[src/rtl/rr_pkt_arb.sv]
// rr_pkt_arb: packet-locking round-robin arbiter with beat-count forced release
// Ports:
//   clk, rst      rising-edge clock, asynchronous active-high reset
//   i_clr         synchronous clear, same effect as reset
//   i_req, i_eop  per-requester request level and end-of-packet flag
//   i_stall       downstream back-pressure; no beat is accepted while high
//   o_grant       registered one-hot owner, zero when idle
//   o_grant_id    registered owner index, zero when idle
//   o_grant_vld   registered, high while an owner exists
//   o_timeout     registered single-cycle pulse on a forced release
module rr_pkt_arb #(
  parameter int NUM_PORT     = 4,
  parameter int LOG_NUM_PORT = 2,
  parameter int MAX_HOLD     = 64,
  parameter int LOG_MAX_HOLD = 6
) (
  input  logic                    clk,
  input  logic                    rst,
  input  logic                    i_clr,
  input  logic [NUM_PORT-1:0]     i_req,
  input  logic [NUM_PORT-1:0]     i_eop,
  input  logic                    i_stall,
  output logic [NUM_PORT-1:0]     o_grant,
  output logic [LOG_NUM_PORT-1:0] o_grant_id,
  output logic                    o_grant_vld,
  output logic                    o_timeout
);
  typedef enum logic {IDLE, LOCK} state_t;
  state_t r_state, w_state_nxt;
  logic [LOG_NUM_PORT-1:0] r_ptr, w_ptr_nxt, w_own_inc, w_sel_id, w_gid_nxt;
  logic [LOG_MAX_HOLD-1:0] r_cnt, w_cnt_nxt;
  logic [NUM_PORT-1:0]     w_grant_nxt;
  logic                    w_acc, w_abort, w_eop_rel, w_to_rel, w_rel, w_load, w_any;
  logic                    w_vld_nxt, w_to_nxt;
  // First set bit of v scanning p, p+1, ... modulo NUM_PORT; returns {found, index}.
  // The downward scan lets the smallest offset from p overwrite the others.
  function automatic logic [LOG_NUM_PORT:0] pick(input logic [NUM_PORT-1:0] v,
                                                 input logic [LOG_NUM_PORT-1:0] p);
    int k;
    pick = '0;
    for (int i = NUM_PORT - 1; i >= 0; i--) begin
      k = int'(p) + i;
      if (k >= NUM_PORT) k = k - NUM_PORT;
      if (v[k]) pick = {1'b1, LOG_NUM_PORT'(k)};
    end
  endfunction
  always_ff @(posedge clk or posedge rst) begin
    if (rst) begin
      r_state     <= IDLE;
      r_ptr       <= '0;
      r_cnt       <= '0;
      o_grant     <= '0;
      o_grant_id  <= '0;
      o_grant_vld <= 1'b0;
      o_timeout   <= 1'b0;
    end else begin
      r_state     <= w_state_nxt;
      r_ptr       <= w_ptr_nxt;
      r_cnt       <= w_cnt_nxt;
      o_grant     <= w_grant_nxt;
      o_grant_id  <= w_gid_nxt;
      o_grant_vld <= w_vld_nxt;
      o_timeout   <= w_to_nxt;
    end
  end
  // Release detection and the arbitration that feeds both the idle grant and the
  // no-bubble handover; on a release the departing owner is masked out.
  always_comb begin
    w_own_inc = (o_grant_id == LOG_NUM_PORT'(NUM_PORT - 1)) ? '0 : o_grant_id + 1'b1;
    w_acc     = (r_state == LOCK) && !i_stall;
    w_abort   = (r_state == LOCK) && !i_req[o_grant_id];
    w_eop_rel = w_acc && i_eop[o_grant_id];
    w_to_rel  = w_acc && !i_eop[o_grant_id] && (r_cnt == LOG_MAX_HOLD'(MAX_HOLD - 1));
    w_rel     = w_abort || w_eop_rel || w_to_rel;
    w_load    = (r_state == IDLE) || w_rel;
    {w_any, w_sel_id} = pick(w_rel ? (i_req & ~o_grant) : i_req, w_rel ? w_own_inc : r_ptr);
  end
  always_comb begin
    w_state_nxt = i_clr ? IDLE : w_load ? (w_any ? LOCK : IDLE) : r_state;
  end
  always_comb begin
    w_grant_nxt = i_clr ? '0 : w_load ? (w_any ? NUM_PORT'(1) << w_sel_id : '0) : o_grant;
    w_gid_nxt   = i_clr ? '0 : w_load ? (w_any ? w_sel_id : '0) : o_grant_id;
    w_vld_nxt   = i_clr ? 1'b0 : w_load ? w_any : o_grant_vld;
    w_to_nxt    = !i_clr && !w_abort && w_to_rel;
    w_ptr_nxt   = i_clr ? '0 : w_rel ? w_own_inc : r_ptr;
    w_cnt_nxt   = (i_clr || w_load) ? '0 : w_acc ? r_cnt + 1'b1 : r_cnt;
  end
endmodule

[config.mk]
export PLATFORM = sky130hd
export DESIGN_NAME = rr_pkt_arb
export DESIGN_NICKNAME = d
export VERILOG_FILES = /design/src/rtl/rr_pkt_arb.sv
export SDC_FILE = /design/constraint.sdc
export NUM_CORES = 1
export LEC_CHECK = 0
export CELL_PAD_IN_SITES_DETAIL_PLACEMENT = 1
export CELL_PAD_IN_SITES_GLOBAL_PLACEMENT = 1
export CORE_MARGIN = 2
export CORE_UTILIZATION = 41
export DETAILED_ROUTE_END_ITERATION = 10
export PLACE_DENSITY_LB_ADDON = 0.1
export SKIP_LAST_GASP = 1
export SLEW_MARGIN = 20
export SYNTH_ARGS = -nofsm -noshare
export SYNTH_HDL_FRONTEND = slang
export SYNTH_SLANG_ARGS = --single-unit
[constraint.sdc]
create_clock -name clk -period 6.4 [get_ports clk]
set_clock_uncertainty 0.05 [all_clocks]
set_input_delay 0.64 -clock clk [delete_from_list [all_inputs] [get_ports clk]]
set_output_delay 0.64 -clock clk [all_outputs]
set_load 0.02 [all_outputs]
==> Word-level counts from Yosys, hierarchy flattened <==
Index checks and enable logic that the tools add are counted.
{ "word_totals": {"reg_bits": 17, "inputBits": 12, "output_inout_bits": 8, "wordCells": 90} }
{ "classes": {"n_addsub": 9, "n_lt_le_gt_ge": 9, "n_eq_ne": 2, "n_shift": 1, "muxes": 41, "n_bitwise": 3, "n_reduce_logical": 18} }
{ "op_table": {"columns": ["op", "n"], "rows": [
  ["less-than comparator 32 x 4 -> 1 bit, second input constant", 4],
  ["two-way mux 32 bit", 4],
  ["two-way mux 4 bit", 4],
  ["two-way mux 1 bit", 15],
  ["binary-select mux 1 bit (select 2 bit)", 6],
  ["two-way mux 2 bit", 6],
  ["two-way mux 3 bit", 4],
  ["two-way mux 6 bit", 2],
  ["subtractor 3 x 3 -> 4 bit, second input constant", 3],
  ["greater-or-equal comparator 3 bit, second input constant", 3],
  ["logical AND 1 bit", 7],
  ["adder 2 x 2 -> 3 bit, second input constant", 2],
  ["adder 6 x 1 -> 6 bit, second input constant", 1],
  ["== test 6 bit, second input constant", 1],
  ["logical NOT 1 bit", 5],
  ["AND 4 bit", 1],
  ["logical OR 1 bit", 4],
  ["NOT 4 bit", 1],
  ["nonzero test 2 bit", 2],
  ["left shift 1 x 2 -> 4 bit, first input constant", 1],
  ["subtractor 2 x 3 -> 4 bit, second input constant", 1],
  ["adder 2 x 1 -> 3 bit, second input constant", 1],
  ["greater-or-equal comparator 2 x 3 -> 1 bit, second input constant", 1],
  ["less-than comparator 2 x 3 -> 1 bit, second input constant", 1],
  ["3 further kinds", 3]
]} }

==> Logic depth before layout (Yosys ltp) <==
{ "depth": {"ltp_word": 21, "mapped_depth": 9, "ltp_nobuf": 8} }

==> Worst setup path after synthesis <==
No wires, ideal clock.
{ "synth_path": {"kind": "input -> register", "from": "input port i_eop[3]", "to": "register o_grant[2]", "setup_ns": 0.068, "arrival_ns": 2.721, "t_required_ns": 6.282, "path_slack_ns": 3.561, "stages": 8, "n_path_buf": 1, "path_cell_list": "mux4_2 nor4_4 or2_1 buf_6 o21ai_2 or3b_1 a32oi_2 a32o_2"} }
{ "synth_between": {"elab_chain_cells": 21, "word_cells_on_any_way": 47, "classes_between": "add/sub: 7; order compare: 4; shift: 1; mux: 27; reduce/logical: 8"} }
{ "synth_lines": {"columns": ["item", "line", "source"], "rows": [
  ["start, declared", "21", "input logic [NUM_PORT-1:0] i_eop,"],
  ["binary-select mux 1 bit (select 2 bit) *", "72, 73", null],
  ["two-way mux 1 bit (implied by the code) *", "72, 73", null],
  ["logical NOT 1 bit", "73", "w_to_rel = w_acc && !i_eop[o_grant_id] && (r_cnt == LOG_MAX_HOLD'(MAX_HOLD - 1));"],
  ["logical AND 1 bit (2 in series)", "73", null],
  ["logical OR 1 bit *", "74", "w_rel = w_abort || w_eop_rel || w_to_rel;"],
  ["two-way mux 2 bit", null, null],
  ["adder 2 x 2 -> 3 bit", "42", "k = int'(p) + i;"],
  ["subtractor 3 x 3 -> 4 bit / greater-or-equal comparator 3 bit (equally long branches)", "43", "if (k >= NUM_PORT) k = k - NUM_PORT;"],
  ["two-way mux 32 bit", "43", null],
  ["binary-select mux 1 bit (select 2 bit)", "44", "if (v[k]) pick = {1'b1, LOG_NUM_PORT'(k)};"],
  ["two-way mux 1 bit (implied by the code) (2 in series)", "44", null],
  ["two-way mux 3 bit (4 in series)", "44", null],
  ["left shift 1 x 2 -> 4 bit", "82", "w_grant_nxt = i_clr ? '0 : w_load ? (w_any ? NUM_PORT'(1) << w_sel_id : '0) : o_grant;"],
  ["two-way mux 4 bit (3 in series)", "82", null],
  ["end signal, assigned", "60", "o_grant <= w_grant_nxt;"],
  ["end, declared", "23", "output logic [NUM_PORT-1:0] o_grant,"]
]} }
Every way passes the cells marked *; elsewhere a longest branch is shown, timed or not. The select of a mux whose other input is x is not followed.
A chain may end at the register's enable or synchronous reset.

==> Worst setup path after layout <==
{ "layout_path": {"from": "input port i_req[0]", "to": "register o_grant[2]"} }
{ "layout_between": {"elab_chain_cells": 21, "word_cells_on_any_way": 46, "classes_between": "add/sub: 7; order compare: 4; shift: 1; mux: 27; bitwise: 1; reduce/logical: 6"} }
{ "layout_lines": {"columns": ["item", "line", "source"], "rows": [
  ["start, declared", "20", "input logic [NUM_PORT-1:0] i_req,"],
  ["binary-select mux 1 bit (select 2 bit)", "71", "w_abort = (r_state == LOCK) && !i_req[o_grant_id];"],
  ["two-way mux 1 bit (implied by the code)", "71", null],
  ["logical NOT 1 bit", "71", null],
  ["logical AND 1 bit", "71", null],
  ["logical OR 1 bit (2 in series)", "74", null],
  ["two-way mux 2 bit", null, null],
  ["adder 2 x 2 -> 3 bit", "42", null],
  ["subtractor 3 x 3 -> 4 bit / greater-or-equal comparator 3 bit (equally long branches)", "43", null],
  ["two-way mux 32 bit", "43", null],
  ["binary-select mux 1 bit (select 2 bit)", "44", null],
  ["two-way mux 1 bit (implied by the code) (2 in series)", "44", null],
  ["two-way mux 3 bit (4 in series)", "44", null],
  ["left shift 1 x 2 -> 4 bit", "82", null],
  ["two-way mux 4 bit (3 in series)", "82", null]
]} }
Several ways; a longest one is shown, not always the timed one. The select of a mux whose other input is x is not followed.

==> summary.md <==
| Metric | Value |
|---|---|
| Hold Path Sink | `o_grant[3]` |
| DIE HEIGHT | `53.7 µm` |
| Max Buffers Root-to-Sink | `2` |
| R2r endpoint | `o_grant[2]` |
| Fin crit share | `56.0%` |
| Drt wl/cell | `17.4 µm` |
| Synth Warn # | `0` |
| PortBufs | `19` |
| MaxCap Viol Count | `0` |
| Slew Viols, Final | `0` |
| Reg2reg setup slack | `3000 ps` |
| Cell count after placement | `154` |
| Core footprint | `2410 µm²` |
| Switch share | `36.4%` |
| CTS tree | `built` |
| Period minus WS final | `3590 ps` |
| CTS Sinks | `16` |
| Area grow syn2layout | `24.6%` |
| Placement Rows | `18` |
| Routed Wire Length | `2740 µm` |
| Class of the worst hold path | `reg -> reg` |
| Starting Density | `42.0%` |
| P_int | `0.000195 W` |
| First-pass GRT wire length | `4340 µm` |
| Worst slew pin tran | `635 ps` |
| Max H-tree Level | `1` |
| Post-synth EDFFs | `0` |
| Ys async rst share | `100%` |
| Setup TNS Final | `0 ps` |
| Power share of the clock group | `21.9%` |
| Combinational Power Share | `37.4%` |
| CP Max Fanout | `9` |
| Vias after detailed routing | `912` |
| Worst Path Arrival | `3720 ps` |
| Filler cells | `294` |
| Synth Cell Area | `1010 µm²` |
| IO Pins | `20` |
| Leakage | `0.528 nW` |
| Antenna diodes | `0` |
| DR vias/cell | `5.77` |
| Final setup vio count | `0` |
| GR Overflow Total | `0` |
| Status | `completed` |
| Slew HR | `57.4%` |
| Worst hold slack | `501 ps` |
| Final core occ | `52.3%` |
| Max frequency | `279 MHz` |
| CTS Buf Count | `3` |
| Launch point of the worst hold path | `o_grant[3]` |
| Unrepaired setup endpoints after global routing | `no` |
| Top FF cell, synth | `dfrtp_1` |
| Vias in the first global route | `918` |
| Chip Width | `53.7 µm` |
| HPWL after DPL | `2160 µm` |
| Avg Cell Area, Syn | `9.46 µm²` |
| Crit path kind | `in -> reg` |
| Pin count of the biggest net entering global routing | `17` |
| FF-to-FF Start | `o_grant_id[0]` |
| Overall Global Routing Usage | `21.5%` |
| PostCTS Resize Cnt | `0` |
| Post-CTS Hold Fix Bufs | `0` |
| CP Launch Type | `input pin` |
| Unique masters post-synth | `41` |
| Post-route cell area | `1260 µm²` |
| Crit path required time | `6530 ps` |
| Antenna Violating Nets Remaining | `0` |
| Sequential area share after synthesis | `39.6%` |
| Worst-case reg-to-reg path depth | `7` |
| DRC | `0` |
| Final hold viol count | `0` |
| VDD IR max | `0.214 mV` |
| CP endpoint kind | `flop` |
| Power Density | `243 nW/µm²` |
| Hold-critical path depth | `1` |
| Nets | `143` |
| Postcts setup bufs | `0` |
| Sequential cell fraction of total power | `40.7%` |
| GPL Wtd Cong | `0.845` |
| Synthesized Nets | `121` |
| Initial DRC Count | `8` |
| Sw power | `0.000111 W` |
| CTS clock-pin slew for the worst setup and hold paths | `90 ps` |
| First-pass DRT Iterations | `4` |
| #FFs+latches synth | `16` |
| Share of layout cells above drive strength 1 | `7.81%` |
| CTS root buf | `clkbuf_4` |
| Area post-placement | `1220 µm²` |
| DIE AREA | `2880 µm²` |
| Post-Synthesis Cells | `107` |
| Clk Latency, worst-skew pair | `290 ps` |
| Antenna violations before repair | `0` |
| Final non-filler cell total | `158` |
[through the flow]
stage	power [W]	setup slack, ps
2_1_floorplan	0.000198	3560
3_3_place_gp	0.000237	2740
3_5_place_dp	0.000240	2530
4_1_cts	0.000308	2780
5_1_grt	0.000326	2670
6_report	0.000306	2810
[cell type report]
class | count | area [µm²] | share of cell area [%]
repair buffers | 19 | 190 | 15.1
clock buffers | 4 | 36.3 | 2.88
inverters | 8 | 30.0 | 2.38
well taps | 30 | 37.5 | 2.98
flip-flops and latches | 16 | 400 | 31.7
multi-input cells | 81 | 567 | 44.9
[Yosys cell counts (2+ instances only)]
library cell | number | area (µm²)
nor2_1 | 17 | 63.8
dfrtp_1 | 16 | 400
nand2_1 | 11 | 41.3
inv_1 | 8 | 30.0
o21ai_0 | 7 | 35.0
mux2i_1 | 3 | 30.0
xor2_1 | 3 | 26.3
a21oi_1 | 2 | 10.0
ha_1 | 2 | 25.0
nand2b_1 | 2 | 12.5
nor2b_1 | 2 | 12.5
nor3_1 | 2 | 10.0
o2bb2ai_1 | 2 | 17.5
o31ai_1 | 2 | 15.0
xnor2_1 | 2 | 17.5
[placed cells by master, fill, tap and decap left out, types with 2 or more instances in the layout]
| master | n |
|---|---|
| a21oi_1 | 2 |
| nor3_1 | 2 |
| o31ai_1 | 2 |
| xnor2_1 | 2 |
| nor2b_1 | 2 |
| nand2_1 | 11 |
| o21ai_0 | 7 |
| xor2_1 | 3 |
| clkdlybuf4s50_1 | 19 |
| mux2i_1 | 3 |
| nand2b_1 | 2 |
| nor2_1 | 17 |
| clkbuf_4 | 3 |
| o2bb2ai_1 | 2 |
| ha_1 | 2 |
| inv_1 | 8 |
| dfrtp_1 | 16 |
[state kept, by name (all words and copies together) (netlist names)]
| name | count |
|---|---|
| r_cnt | 6 |
| o_grant_vld | 1 |
| o_grant | 4 |
| o_grant_id | 2 |
| r_ptr | 2 |
| o_timeout | 1 |
[worst max path at each step]
stage	from	endpoint	slack, ps	cells after the start
global placement	i_req[0]	o_grant[2]	2740	8
detailed placement	i_req[0]	o_grant[2]	2530	8
floorplan	i_eop[3]	o_grant[2]	3560	8
global route	i_req[0]	o_grant[2]	2670	8
CTS	i_req[0]	o_grant[2]	2780	8
finish	i_req[0]	o_grant[2]	2810	8
[power by group through the flow]
stage / combinational [W] / sequential, W / clock, W
after detailed placement: 0.000114 / 0.000126 / 0
after global routing: 0.000125 / 0.000126 / 0.0000744
final: 0.000114 / 0.000125 / 0.0000672
after floorplan: 0.0000668 / 0.000131 / 0
after global placement: 0.000111 / 0.000126 / 0
after CTS: 0.000115 / 0.000124 / 0.0000689
[metal layers]
| metal | GRT usage [%] | wire length, µm |
|---|---|---|
| met4 | 5.98 | 34 |
| met1 | 24.0 | 1180 |
| met3 | 6.94 | 103 |
| met2 | 38.6 | 1420 |
| met5 | 0 | 0 |
[kinds of logic (layout without fill, tap and decap cells)]
group | Yosys count | count (layout) | share of synthesized area, %
simple gates | 42 | 42 | 21.0
mux | 5 | 5 | 7.79
flops | 16 | 16 | 39.6
xor+xnor | 5 | 5 | 4.33
compound gates | 27 | 27 | 20.4
buf+inv | 10 | 31 | 4.45
fa+ha+maj | 2 | 2 | 2.47
[critical path, cell delays in order]
cell and delay, ps:
clkdlybuf4s50_1 490, mux4_1 560, o2bb2ai_1 430, or2_1 410, o221ai_1 210, a221oi_1 600, inv_1 100, a32o_2 280
Note: power is estimated with default switching activity, not from simulation.
